[src/rtl/cfg_word_deframer.sv]
// Byte-stream to config-word deframer: sync hunt, word count, MSB-first word assembly, status reply.
// Optional trailing checksum byte when CFG_DEFRAMER_CHECKSUM_EN is defined.
module cfg_word_deframer #(
  parameter int unsigned WORD_WIDTH     = 32,
  parameter logic [31:0] SYNC_WORD      = 32'hFAB0_FAB1,
  parameter int unsigned LEN_BYTES      = 2,
  parameter int unsigned STROBE_GAP     = 0,
  parameter int unsigned TIMEOUT_CYCLES = 12000
) (
  input  logic                  clk_i,
  input  logic                  reset_i,
  input  logic [7:0]            out_data_i,
  input  logic                  out_valid_i,
  output logic                  out_ready_o,
  output logic [7:0]            in_data_o,
  output logic                  in_valid_o,
  input  logic                  in_ready_i,
  output logic                  word_write_strobe_o,
  output logic [WORD_WIDTH-1:0] write_data_o,
  output logic                  busy_o
);
  localparam int unsigned BPW = WORD_WIDTH / 8;
  localparam int unsigned NW  = LEN_BYTES * 8;
  localparam int unsigned TW  = $clog2(TIMEOUT_CYCLES + 1);
  localparam int unsigned BW  = (BPW > 1) ? $clog2(BPW) : 1;
  localparam int unsigned LW  = (LEN_BYTES > 1) ? $clog2(LEN_BYTES) : 1;

  localparam logic [7:0] ST_ACK  = 8'h06;
  localparam logic [7:0] ST_CERR = 8'h15;
  localparam logic [7:0] ST_TMO  = 8'h18;

  typedef enum logic [2:0] {S_HUNT, S_LEN, S_DATA, S_GAP, S_CSUM, S_RESP} state_t;

  state_t                state_q;
  logic [23:0]           hunt_q;
  logic [NW-1:0]         n_q;
  logic [LW-1:0]         lcnt_q;
  logic [BW-1:0]         bcnt_q;
  logic [TW-1:0]         tcnt_q;
  logic [7:0]            gcnt_q;
  logic                  done_q;
  logic                  acc;
  logic [31:0]           hunt_nxt;
  logic [NW-1:0]         n_nxt;
  logic [WORD_WIDTH-1:0] word_nxt;

  assign acc      = out_valid_i & out_ready_o;
  assign hunt_nxt = {hunt_q, out_data_i};
  assign busy_o   = (state_q != S_HUNT);

  if (LEN_BYTES > 1) begin : g_len
    assign n_nxt = {n_q[NW-9:0], out_data_i};
  end else begin : g_len1
    assign n_nxt = out_data_i;
  end

  // Only the leading WORD_WIDTH-8 bits need storage; the final byte goes straight to write_data_o.
  if (BPW > 1) begin : g_asm
    logic [WORD_WIDTH-9:0] asm_q;
    always_ff @(posedge clk_i) begin
      if (reset_i)                       asm_q <= '0;
      else if (acc && state_q == S_DATA) asm_q <= word_nxt[WORD_WIDTH-9:0];
    end
    assign word_nxt = {asm_q, out_data_i};
  end else begin : g_byte
    assign word_nxt = out_data_i;
  end

`ifdef CFG_DEFRAMER_CHECKSUM_EN
  logic [7:0] sum_q;
  logic [7:0] sum_nxt;
  assign sum_nxt = sum_q + out_data_i;
`endif

  task automatic to_resp(input logic [7:0] code);
    state_q     <= S_RESP;
    out_ready_o <= 1'b0;
    in_valid_o  <= 1'b1;
    in_data_o   <= code;
  endtask

  task automatic end_payload();
`ifdef CFG_DEFRAMER_CHECKSUM_EN
    state_q     <= S_CSUM;
    out_ready_o <= 1'b1;
    tcnt_q      <= '0;
`else
    to_resp(ST_ACK);
`endif
  endtask

  // Idle cycle inside a frame: advance the inter-byte timer.
  task automatic tick();
    if (tcnt_q == TW'(TIMEOUT_CYCLES - 1)) to_resp(ST_TMO);
    else                                   tcnt_q <= tcnt_q + 1'b1;
  endtask

  always_ff @(posedge clk_i) begin
    if (reset_i) begin
      state_q             <= S_HUNT;
      out_ready_o         <= 1'b0;
      in_valid_o          <= 1'b0;
      in_data_o           <= '0;
      word_write_strobe_o <= 1'b0;
      write_data_o        <= '0;
      hunt_q              <= '0;
      n_q                 <= '0;
      lcnt_q              <= '0;
      bcnt_q              <= '0;
      tcnt_q              <= '0;
      gcnt_q              <= '0;
      done_q              <= 1'b0;
`ifdef CFG_DEFRAMER_CHECKSUM_EN
      sum_q               <= '0;
`endif
    end else begin
      word_write_strobe_o <= 1'b0;
`ifdef CFG_DEFRAMER_CHECKSUM_EN
      if (acc && (state_q == S_LEN || state_q == S_DATA)) sum_q <= sum_nxt;
`endif
      unique case (state_q)
        S_HUNT: begin
          out_ready_o <= 1'b1;
          if (acc) begin
            hunt_q <= hunt_nxt[23:0];
            if (hunt_nxt == SYNC_WORD) begin
              state_q <= S_LEN;
              hunt_q  <= '0;
              n_q     <= '0;
              lcnt_q  <= '0;
              tcnt_q  <= '0;
`ifdef CFG_DEFRAMER_CHECKSUM_EN
              sum_q   <= '0;
`endif
            end
          end
        end
        S_LEN: begin
          if (acc) begin
            n_q    <= n_nxt;
            tcnt_q <= '0;
            if (lcnt_q == LW'(LEN_BYTES - 1)) begin
              lcnt_q <= '0;
              bcnt_q <= '0;
              if (n_nxt == '0) end_payload();
              else             state_q <= S_DATA;
            end else begin
              lcnt_q <= lcnt_q + 1'b1;
            end
          end else begin
            tick();
          end
        end
        S_DATA: begin
          if (acc) begin
            tcnt_q <= '0;
            if (bcnt_q == BW'(BPW - 1)) begin
              bcnt_q              <= '0;
              word_write_strobe_o <= 1'b1;
              write_data_o        <= word_nxt;
              if (n_q != '0) n_q <= n_q - 1'b1;
              if (STROBE_GAP > 0) begin
                state_q     <= S_GAP;
                out_ready_o <= 1'b0;
                gcnt_q      <= 8'(STROBE_GAP - 1);
                done_q      <= (n_q == NW'(1));
              end else if (n_q == NW'(1)) begin
                end_payload();
              end
            end else begin
              bcnt_q <= bcnt_q + 1'b1;
            end
          end else begin
            tick();
          end
        end
        S_GAP: begin
          if (gcnt_q == '0) begin
            if (done_q) end_payload();
            else begin
              state_q     <= S_DATA;
              out_ready_o <= 1'b1;
            end
          end else begin
            gcnt_q <= gcnt_q - 1'b1;
          end
        end
`ifdef CFG_DEFRAMER_CHECKSUM_EN
        S_CSUM: begin
          if (acc) to_resp((sum_nxt == 8'h00) ? ST_ACK : ST_CERR);
          else     tick();
        end
`endif
        S_RESP: begin
          if (in_ready_i) begin
            in_valid_o  <= 1'b0;
            state_q     <= S_HUNT;
            out_ready_o <= 1'b1;
            hunt_q      <= '0;
          end
        end
        default: begin
          state_q     <= S_HUNT;
          out_ready_o <= 1'b1;
          in_valid_o  <= 1'b0;
        end
      endcase
    end
  end
endmodule

[config.mk]
export PLATFORM = sky130hd
export DESIGN_NAME = cfg_word_deframer
export DESIGN_NICKNAME = d
export VERILOG_FILES = /design/src/rtl/cfg_word_deframer.sv
export SDC_FILE = /design/constraint.sdc
export NUM_CORES = 1
export LEC_CHECK = 0
export CORE_UTILIZATION = 51
export CTS_CLUSTER_DIAMETER = 150
export DETAILED_ROUTE_END_ITERATION = 10
export GPL_ROUTABILITY_DRIVEN = 0
export GPL_TIMING_DRIVEN = 0
export PLACE_DENSITY = 0.75
export SLEW_MARGIN = 5
export SYNTH_ARGS = -nofsm -noshare
export SYNTH_HDL_FRONTEND = slang
export SYNTH_SLANG_ARGS = --single-unit
[constraint.sdc]
create_clock -name clk_i -period 2.5 [get_ports clk_i]
set_input_delay 0.25 -clock clk_i [delete_from_list [all_inputs] [get_ports clk_i]]
set_output_delay 0.25 -clock clk_i [all_outputs]
set_load 0.05 [all_outputs]
==> results.md, run 1 <==
* Mapped Avg Cell Area at 8.12 µm²
* Final setup fails at 0
* Drt first pass iters at 7
* First-pass GRT wire length at 24,500 µm
* IO Port Bufs at 51
* CP Cell Sequence: or4b_4, or4_4, buf_6, nor4_4, a21oi_4, or3_4, a21oi_2
* Dpl ws at -803 ps
* DR vias at 5,398
* CTS sink cnt at 129
* Pins over their slew limit at 0
* Per-cell routed wire length at 16.6 µm
* Synth Instances at 689
* Hold crit path type: input port to register
* # DRC at 0
* Final wirelength at 15,200 µm
* Max-cap violations at 0
* CTS Root Cell: clkbuf_8
* GRT overflow at 0
* Via density at 5.89
* Die height at 107 µm
* PD cells at 679 nW/µm²
* Crit. End Element: register
* Number of flops mapped to enable cells by yosys at 0
* Slowest-stage cell, CP: or4_4
* YS warnings at 0
* FFs w/ async S/R, synth at 0%
* Post-synth cell types at 60
* Yosys reg bits at 129
* 1st-iter DRT viols at 570
* Hold depth at 3
* Fill count at 874
* Worst EP arrival at 2880 ps
* Main combinational cell family by area after synthesis: simple AND/OR/NAND/NOR gates
* CTS Buffer Depth at 2
* Simple-gate share of the synthesized area at 26.2%
* Vias in the first global route at 4,959
* Skew-Pair Late Insertion Delay at 530 ps
* Peak VDD IR at 0.554 mV
* Ant diodes at 0
* TritonCTS Buffers at 17
* Most common library cell in the layout ignoring fill and taps: nand2_1
* Final net count at 786
* Die footprint at 11,400 µm²
* Top_reg_cell synth: dfxtp_1
* Crit Path Max Fanout at 7
* Fin util at 67.6%
* Largest net degree at the start of global routing at 17
* Layout cells sized above 1 at 10.9%
* Post-Synth Adder-Cell Area at 1.34%
* Core Region at 10,500 µm²
* Synth Area in Compound Gates at 18.9%
* Post-Synth XOR/XNOR Area at 2.50%
* Req. time, crit path at 2970 ps
* Die Wd at 107 µm
* Max incr delay on CP at 560 ps
* Proportion of synthesized area in mux cells at 0.358%
* CP startpoint kind: register
* Final HPWL from detailed placement at 10,200 µm
* Most frequent cells in the layout: nand2_1 (129), dfxtp_1 (128), a21oi_1 (92)
* Worst-path clk slew at 60 ps
* Hold WS at 98.8 ps
* Final ANT Viol Nets at 0
* Tot GR Track Use at 27.7%
* Final min period at 2420 ps
* Outcome: completed
* Post-Syn Area at 5600 µm²
* Crit path kind: register to register
* FF-to-FF setup slack at 80 ps
* CTS tree: yes
* Final Hold Fails at 0
* Lkg Pwr at 2.43 nW
* Clk_skew at 9.34 ps
* Register area share after synthesis at 46.2%
* Initial core utilization at 53.5%
* Slew headroom at 42.1%
* RSZ-0062 raised after global routing: false
* Initial antenna violation count at 0
* Fin crit share at 96.7%
* FF-to-FF path depth at 7
* Fmax at 414 MHz
* Area Overhead vs Synth at 26.4%
* IO Count at 56
* Final worst setup slack at 83.6 ps
* Worst-Margin Slew at 860 ps
* H-tree levels at 4
* Core Rows at 37
-- worst paths after layout --
check / endpoint / from
max: tcnt_q[8] / hunt_q[10]
min: g_asm.asm_q[3] / out_data_i[3]
max reg2reg: tcnt_q[8] / hunt_q[10]
min reg2reg: write_data_o[26] / write_data_o[26]
-- per-layer routing --
layer  GRT usage (%)  vias to the layer above  wire [µm]  part of all wire (%)
met1            36.3                     2536       6460                    42
met3            6.69                       44       1240                   8.2
met2            43.5                      247       7130                    47
met4            11.6                        0        407                   2.7
li1                -                     2571          -                     -
met5               0                        -          0                     0
-- registers in the layout, indices dropped and copies added (netlist names) --
register             count
in_valid_o               1
g_asm.asm_q             24
in_data_o                2
tcnt_q                  14
out_ready_o              1
gcnt_q                   8
state_q                  3
word_write_strobe_o      1
write_data_o            32
lcnt_q                   1
n_q                     16
bcnt_q                   2
hunt_q                  24
-- what timing repair did --
action	4_1_cts	5_1_grt
hold buffers	0	0
endpoints found under the hold margin	0	0
pin swaps	3	7
gates resized for setup	17	23
endpoints found under the setup margin	85	83
buffers inserted	2	4
gates cloned	0	0
-- layout make-up --
cell class	instances	area, µm²	area share, %
flip-flops and latches	129	2580	36.5
clock inverters	12	183	2.58
multi-input cells	507	2870	40.6
repair buffers	57	563	7.96
clock buffers	19	432	6.10
well taps	136	170	2.41
inverters	9	33.8	0.478
plain buffers	47	239	3.38
-- cells by family after synthesis --
group,after synthesis
buf+inv,56
flops,129
xor+xnor,16
other cells,1
mux,2
simple gates,304
fa+ha+maj,6
compound gates,175
-- through the flow --
step	instance area (µm²)	power, W	setup TNS, ps	std cells
4_1_cts	6970	0.00483	-96.3	912
2_1_floorplan	5610	0.00220	0	692
5_1_grt	7070	0.00494	0	916
3_5_place_dp	6290	0.00227	-42530	879
6_report	7070	0.00480	0	916
3_3_place_gp	6290	0.00227	-39550	879
-- critical path: cells and delay by family, from the launching register on --
family          cells  cell delay (ps)
compound gates      2              210
flops               1              330
buf+inv             1              150
simple gates        4             1660
-- report_power, final --
group | total (W) | internal, W | switching (W)
clock | 0.00257 | 0.00165 | 0.000926
sequential | 0.00207 | 0.00207 | 0.00000850
combinational | 0.000157 | 0.0000464 | 0.000111
-- synthesized netlist by cell type, drive strengths merged (2+ instances only) --
cell type / n / area [µm²]
inv: 9 / 33.8
nand4: 10 / 62.6
a32oi: 2 / 17.5
nor3: 7 / 35.0
nand3b: 4 / 30.0
nand4b: 6 / 52.6
buf: 10 / 78.8
mux2i: 2 / 20.0
and3: 4 / 25.0
nand2: 129 / 484
a21oi: 94 / 470
xnor2: 4 / 35.0
nor3b: 3 / 22.5
a221oi: 2 / 17.5
a41oi: 2 / 17.5
or3: 8 / 50.1
a211o: 2 / 17.5
nand3: 9 / 57.6
a31oi: 3 / 18.8
a21boi: 2 / 15.0
a211oi: 6 / 45.0
nand2b: 6 / 37.5
dfxtp: 129 / 2580
xor2: 12 / 105
nor2b: 4 / 25.0
nor4: 11 / 68.8
or2: 12 / 75.1
or4: 4 / 37.5
a22oi: 28 / 210
nor2: 75 / 282
o31ai: 2 / 15.0
and2: 4 / 25.0
ha: 6 / 75.1
clkbuf: 37 / 139
o21ai: 22 / 121
Power figures use the tool's default switching activity.
==> inputs of run 2 (changes only) <==
--- a/config.mk
+++ b/config.mk
@@ -5,9 +5,10 @@
 export SDC_FILE = /design/constraint.sdc
 export NUM_CORES = 1
 export LEC_CHECK = 0
-export CORE_UTILIZATION = 51
+export CORE_UTILIZATION = 57
 export CTS_CLUSTER_DIAMETER = 150
 export DETAILED_ROUTE_END_ITERATION = 10
+export DONT_BUFFER_PORTS = 1
 export GPL_ROUTABILITY_DRIVEN = 0
 export GPL_TIMING_DRIVEN = 0
 export PLACE_DENSITY = 0.75
==> run 2 against run 1 <==
Against the previous run: sequential share of layout area is 2.8 points higher; register-to-register slack about the same; die area decreased by 10%; clock power fell by 7%; sequential power about the same; global-route usage increased by 3.9 points; first-iteration DRC count is 25% lower; routed wire length is 0.18% lower; critical path type unchanged.
==> results.md, run 2 (same netlist as run 1, synthesis figures left out) <==
* Post-placement cell count at 821 (-6.6%)
* PD cells at 701 nW/µm² (+3.2%)
* Die footprint at 10,200 µm² (-10%)
* First-pass GRT wire length at 24,900 µm (+1.7%)
* GR Util met1 at 39.7% (+3.4 points)
* FF-to-FF setup slack at 100 ps (about the same)
* Reg with most FFs: write_data_o
* CTS sink cnt at 129 (unchanged)
* Layer with the highest usage: met2
* CP Buf/Inv Count at 0 (-1)
* Largest net degree at the start of global routing at 17 (unchanged)
* Initial antenna violation count at 0 (unchanged)
* CP top delay family: simple AND/OR/NAND/NOR gates
* Fmax at 416 MHz (+0.48%)
* Final ANT Viol Nets at 0 (unchanged)
* Final worst setup slack at 95.3 ps (+11.7 ps)
* Skew-Pair Late Insertion Delay at 530 ps (about the same)
* Outcome: completed
* End of the critical path: tcnt_q[13]
* Hold crit path type: input port to register
* Most frequent cells in the layout: nand2_1 (129), dfxtp_1 (127), a21oi_1 (93)
* Die Wd at 101 µm (-5.3%)
* Max incr delay on CP at 500 ps (-60 ps)
* Crit Path Max Fanout at 4 (-3)
* Core Region at 9370 µm² (-10%)
* Per-cell routed wire length at 17.6 µm (+5.8%)
* Critical R2R Capture: tcnt_q[13]
* Biggest regs: write_data_o (32), g_asm.asm_q (24), hunt_q (24)
* CTS Root Cell: clkbuf_8
* IO Count at 56 (unchanged)
* # DRC at 0 (unchanged)
* Worst EP arrival at 2860 ps (-20 ps)
* FF-to-FF path depth at 6 (-1)
* CTS Buffer Depth at 2 (unchanged)
* Crit. End Element: register
* Ant diodes at 0 (unchanged)
* CTS tree: yes
* IO Port Bufs at 0 (-100%)
* Max-cap violations at 0 (unchanged)
* Met3 usage in global routing at 7.63% (+0.94 points)
* Final net count at 740 (-5.9%)
* Slowest-stage cell, CP: or4_4
* Initial core utilization at 59.7% (+6.2 points)
* GRT met2 Usage at 51.5% (+8.0 points)
* Tot GR Track Use at 31.6% (+3.9 points)
* Crit path kind: register to register
* Drt first pass iters at 5 (-2)
* Pins over their slew limit at 0 (unchanged)
* Dpl ws at -418 ps (+385 ps)
* Peak VDD IR at 0.594 mV (+7.2%)
* Most common library cell in the layout ignoring fill and taps: nand2_1
* Final HPWL from detailed placement at 10,100 µm (-0.77%)
* Worst-Margin Slew at 695 ps (-166 ps)
* Final wirelength at 15,200 µm (-0.18%)
* Core Rows at 35 (-5.4%)
* Final setup fails at 0 (unchanged)
* Fin crit share at 96.2% (-0.47 points)
* Final cell count without fillers at 864 (-5.7%)
* GRT overflow at 0 (unchanged)
* DR vias at 5,260 (-2.6%)
* Area Overhead vs Synth at 17.4%
* 1st-iter DRT viols at 425 (-25%)
* H-tree levels at 4 (unchanged)
* Slew headroom at 53.3% (+11 points)
* Final Hold Fails at 0 (unchanged)
* Worst-path clk slew at 60 ps (about the same)
* Lkg Pwr at 2.25 nW (-7.5%)
* Power Total at 0.00460 W (-4.2%)
* Via density at 6.09 (+3.3%)
* Clk_skew at 10.8 ps (+1.47 ps)
* Vias in the first global route at 5,070 (+2.2%)
* CP startpoint kind: register
* TritonCTS Buffers at 17 (unchanged)
* Die height at 101 µm (-5.3%)
* Req. time, crit path at 2960 ps (about the same)
* Max reg flops at 32 (unchanged)
* Min-delay src: out_data_i[6]
* Layout cells sized above 1 at 12.0% (+1.1 points)
* Crit path depth at 6 (-1)
* CP Cell Sequence: or4bb_1, or4_4, o21ai_4, nand3_4, or4_1, a21oi_1
* CP startpoint: hunt_q[6]
* Final min period at 2400 ps (-11.7 ps)
* RR Startpoint: hunt_q[6]
[run 2: cell types whose count changed in the layout (fill, tap and decap cells not counted), moves of 2 or more]
cell and change:
buf_4 -3, bufinv_16 -3, clkbuf_1 -3, clkbuf_2 +4, clkdlybuf4s50_1 -48, dlygate4sd3_1 +8
dlymetal6s2s_1 -2, inv_6 +3, inv_8 +2
[run 2: area by class of cell]
| type | count | area, µm² |
|---|---|---|
| Buffer | 47 | 246 |
| Clock buffer | 18 | 428 |
| Clock inverter | 14 | 143 |
| Fill cell | 765 | 2810 |
| Inverter | 9 | 33.8 |
| Multi-Input combinational cell | 507 | 2870 |
| Sequential cell | 129 | 2580 |
| Tap cell | 129 | 161 |
| Timing Repair Buffer | 11 | 103 |
[run 2: through the flow]
step | util [%] | hold WS, ps | cell area, µm² | setup TNS [ps]
after floorplan | - | 386 | 5610 | 0
after global placement | 61.5 | 388 | 5770 | -14630
after detailed placement | 61.5 | 397 | 5770 | -17970
after CTS | 69.6 | 5.01 | 6520 | 0
after global routing | 70.1 | 32.2 | 6570 | -25.4
final | 70.1 | 13.3 | 6570 | 0
[run 2: repair_timing]
item / in CTS / in global routing
hold buffers: 8 / 0
setup endpoints to repair: 82 / 82
pin swaps: 1 / 2
setup buffers: 3 / 0
gates resized for setup: 25 / 15
endpoints found under the hold margin: 25 / 0
[run 2: power breakdown]
| part | leakage [nW] | internal [W] | switching (W) |
|---|---|---|---|
| Combinational | 0.929 | 0.0000391 | 0.0000981 |
| Clock | 0.277 | 0.00138 | 0.00101 |
| Sequential | 1.04 | 0.00206 | 0.0000117 |
| Total | 2.25 | 0.00348 | 0.00112 |
[run 2: how the worst min path moves through the flow]
stage | to | slack, ps | cells past startpoint
after floorplan | g_asm.asm_q[0] | 390 | 2
after global placement | write_data_o[5] | 390 | 2
after detailed placement | g_asm.asm_q[0] | 400 | 2
after CTS | n_q[6] | 5 | 3
after global routing | n_q[6] | 30 | 3
final | n_q[6] | 10 | 3
[run 2: worst reg2reg max path, stage by stage, from the launching register on]
cell and delay (ps):
dfxtp_1 360, or4bb_1 480, or4_4 500, o21ai_4 240
nand3_4 120, or4_1 490, a21oi_1 160
[run 2: routing by layer]
| metal | part of all wire (%) | vias to the layer above |
|---|---|---|
| met2 | 49 | 212 |
| met5 | 0 | - |
| met1 | 42 | 2527 |
| met3 | 7.2 | 40 |
| li1 | - | 2481 |
| met4 | 2.5 | 0 |
==> inputs of run 3 (changes only) <==
--- a/config.mk
+++ b/config.mk
@@ -5,13 +5,13 @@
 export SDC_FILE = /design/constraint.sdc
 export NUM_CORES = 1
 export LEC_CHECK = 0
-export CORE_UTILIZATION = 57
+export CORE_UTILIZATION = 60
 export CTS_CLUSTER_DIAMETER = 150
 export DETAILED_ROUTE_END_ITERATION = 10
 export DONT_BUFFER_PORTS = 1
 export GPL_ROUTABILITY_DRIVEN = 0
 export GPL_TIMING_DRIVEN = 0
-export PLACE_DENSITY = 0.75
+export PLACE_DENSITY = 0.76
 export SLEW_MARGIN = 5
 export SYNTH_ARGS = -nofsm -noshare
 export SYNTH_HDL_FRONTEND = slang
==> constraint.sdc (replaced) <==
create_clock -name clk_i -period 2.64 [get_ports clk_i]
set_input_delay 0.264 -clock clk_i [delete_from_list [all_inputs] [get_ports clk_i]]
set_output_delay 0.264 -clock clk_i [all_outputs]
set_load 0.01 [all_outputs]
==> run 3 against run 2 <==
Against the previous run: utilization grew 3.4 points; via count shrank 1.2%; sequential share of layout area grew 0.18 points; maximum frequency shrank 5.1%; global-route usage grew 1.3 points; die area shrank 4.9%; critical path type unchanged; largest cell class unchanged.
==> results.md, run 3 (same netlist as run 1, synthesis figures left out) <==
* Final ANT Viol Nets at 0 (unchanged)
* TritonCTS Buffers at 17 (unchanged)
* First-pass GRT wire length at 25,000 µm (about the same)
* Die height at 98.6 µm (-2.5%)
* Peak VDD IR at 0.473 mV (-20%)
* Final min period at 2530 ps (+130 ps)
* Fin Setup TNS at 0 ps (unchanged)
* Initial antenna violation count at 1 (+1)
* Worst-Margin Slew at 835 ps (+140 ps)
* Via density at 6.17 (+1.4%)
* CTS Buffer Depth at 2 (unchanged)
* 1st-iter DRT viols at 309 (-27%)
* Most frequent cells in the layout: nand2_1 (129), dfxtp_1 (129), a21oi_1 (93)
* CTS Root Cell: clkbuf_8
* Area Overhead vs Synth at 16.7%
* # DRC at 0 (unchanged)
* Flop pwr share at 43.4% (-1.7 points)
* Per-cell routed wire length at 18.0 µm (+2.1%)
* IO Count at 56 (unchanged)
* Worst EP arrival at 2970 ps (+110 ps)
* Max reg flops at 32 (unchanged)
* Sequential standard cell area at 2580 µm² (about the same)
* Crit path kind: register to register
* Req. time, crit path at 3080 ps (+120 ps)
* Final setup fails at 0 (unchanged)
* Die Wd at 98.6 µm (-2.5%)
* Initial core utilization at 62.9% (+3.2 points)
* Fill count at 676 (-12%)
* Max-cap violations at 0 (unchanged)
* CTS tree: yes
* Tot GR Track Use at 32.9% (+1.3 points)
* Vias in the first global route at 5,100 (+0.59%)
* Final wirelength at 15,100 µm (-0.49%)
* Lkg Pwr at 2.23 nW (-0.85%)
* Final Hold Fails at 0 (unchanged)
* H-tree levels at 4 (unchanged)
* CTS sink cnt at 129 (unchanged)
* Post-placement cell count at 800 (-2.6%)
* Logic gate share of total power at 2.6% (-0.4 points)
* Reg with most FFs: write_data_o
* Pins over their slew limit at 0 (unchanged)
* Final HPWL from detailed placement at 9850 µm (-2.3%)
* DR vias at 5,196 (-1.2%)
* GRT overflow at 0 (unchanged)
* Final cell count without fillers at 842 (-2.5%)
* CP startpoint kind: register
* Worst-path clk slew at 60 ps (about the same)
* Area occupied by multi-input gates at 2840 µm² (-1.0%)
* Fin crit share at 96.0% (-0.19 points)
* Die footprint at 9720 µm² (-4.9%)
* Fmax at 395 MHz (-5.1%)
* Final net count at 739 (-0.14%)
* Sw power at 0.000994 W (-12%)
* PD cells at 694 nW/µm² (-1.1%)
* Internal at 0.00354 W (+1.6%)
* Switching Share at 21.9% (-2.5 points)
* Core Region at 8890 µm² (-5.1%)
* Skew-Pair Late Insertion Delay at 530 ps (about the same)
* Largest net degree at the start of global routing at 17 (unchanged)
* Slew headroom at 43.9% (-9.4 points)
* Biggest regs: write_data_o (32), g_asm.asm_q (24), hunt_q (24)
* IO Port Bufs at 0 (unchanged)
* Crit. End Element: register
* Core Rows at 34 (-2.9%)
* Hold crit path type: input port to register
* Outcome: completed
* Clk_skew at 14.5 ps (+3.69 ps)
* Drt first pass iters at 5 (unchanged)
* RSZ-0062 raised after global routing: false
* Clock network power share at 54.0% (+2.1 points)
* Crit Path Max Fanout at 10 (+6)
* Layout cells sized above 1 at 10.8% (-1.2 points)
run 3: power groups by stage:
stage                     registers [W]  logic (W)  clock network (W)
after floorplan                 0.00200  0.0000708                  0
after global placement          0.00201  0.0000930                  0
after detailed placement        0.00201  0.0000950                  0
after CTS                       0.00196   0.000114            0.00247
after global routing            0.00196   0.000127            0.00256
final                           0.00196   0.000118            0.00245
run 3: layout make-up:
cell class              instances  share of cell area, %
multi-input cells             507                   43.4
flip-flops and latches        129                   39.5
clock buffers                  17                   6.34
plain buffers                  47                   3.51
clock inverters                14                   3.08
well taps                     108                   2.07
repair buffers                 10                   1.46
inverters                       9                  0.517
diodes                          1                 0.0383
run 3: critical path, stage by stage, from the launching register on:
cell,delay (ps)
dfxtp_1,320
or4b_2,660
or4_4,500
nor2_4,200
o21ai_2,100
clkbuf_4,190
or2_2,300
a21oi_1,170
run 3: routing by layer:
metal / wire, µm / GRT usage (%) / vias to the layer above
li1: - / - / 2472
met1: 6190 / 40.1 / 2478
met2: 7420 / 54.7 / 212
met3: 1100 / 7.80 / 34
met4: 437 / 16.3 / 0
met5: 0 / 0 / -
run 3: worst paths after layout:
| path | to | cells past startpoint | start | slack [ps] |
|---|---|---|---|---|
| max | n_q[10] | 7 | hunt_q[10] | 110 |
| min reg2reg | write_data_o[31] | 2 | g_asm.asm_q[23] | 450 |
| min | n_q[7] | 3 | out_data_i[7] | 30 |
| max reg2reg | n_q[10] | 7 | hunt_q[10] | 110 |
run 3: timing repair:
action,in CTS,in global routing
setup buffers,2,0
gates resized for setup,8,17
pin swaps,1,0
setup endpoints to repair,53,45
hold buffers,8,0
hold endpoints to repair,24,0
run 3: per-stage QoR:
step,area [µm²],util [%],total power (W),hold WS (ps),setup slack [ps]
after CTS,6480,72.9,0.00455,11.7,5.23
after floorplan,5610,-,0.00207,400,177
after detailed placement,5740,64.6,0.00210,407,-215
final,6530,73.4,0.00453,26.7,106
after global routing,6530,73.4,0.00465,29.4,18.4
after global placement,5740,64.6,0.00210,402,-149
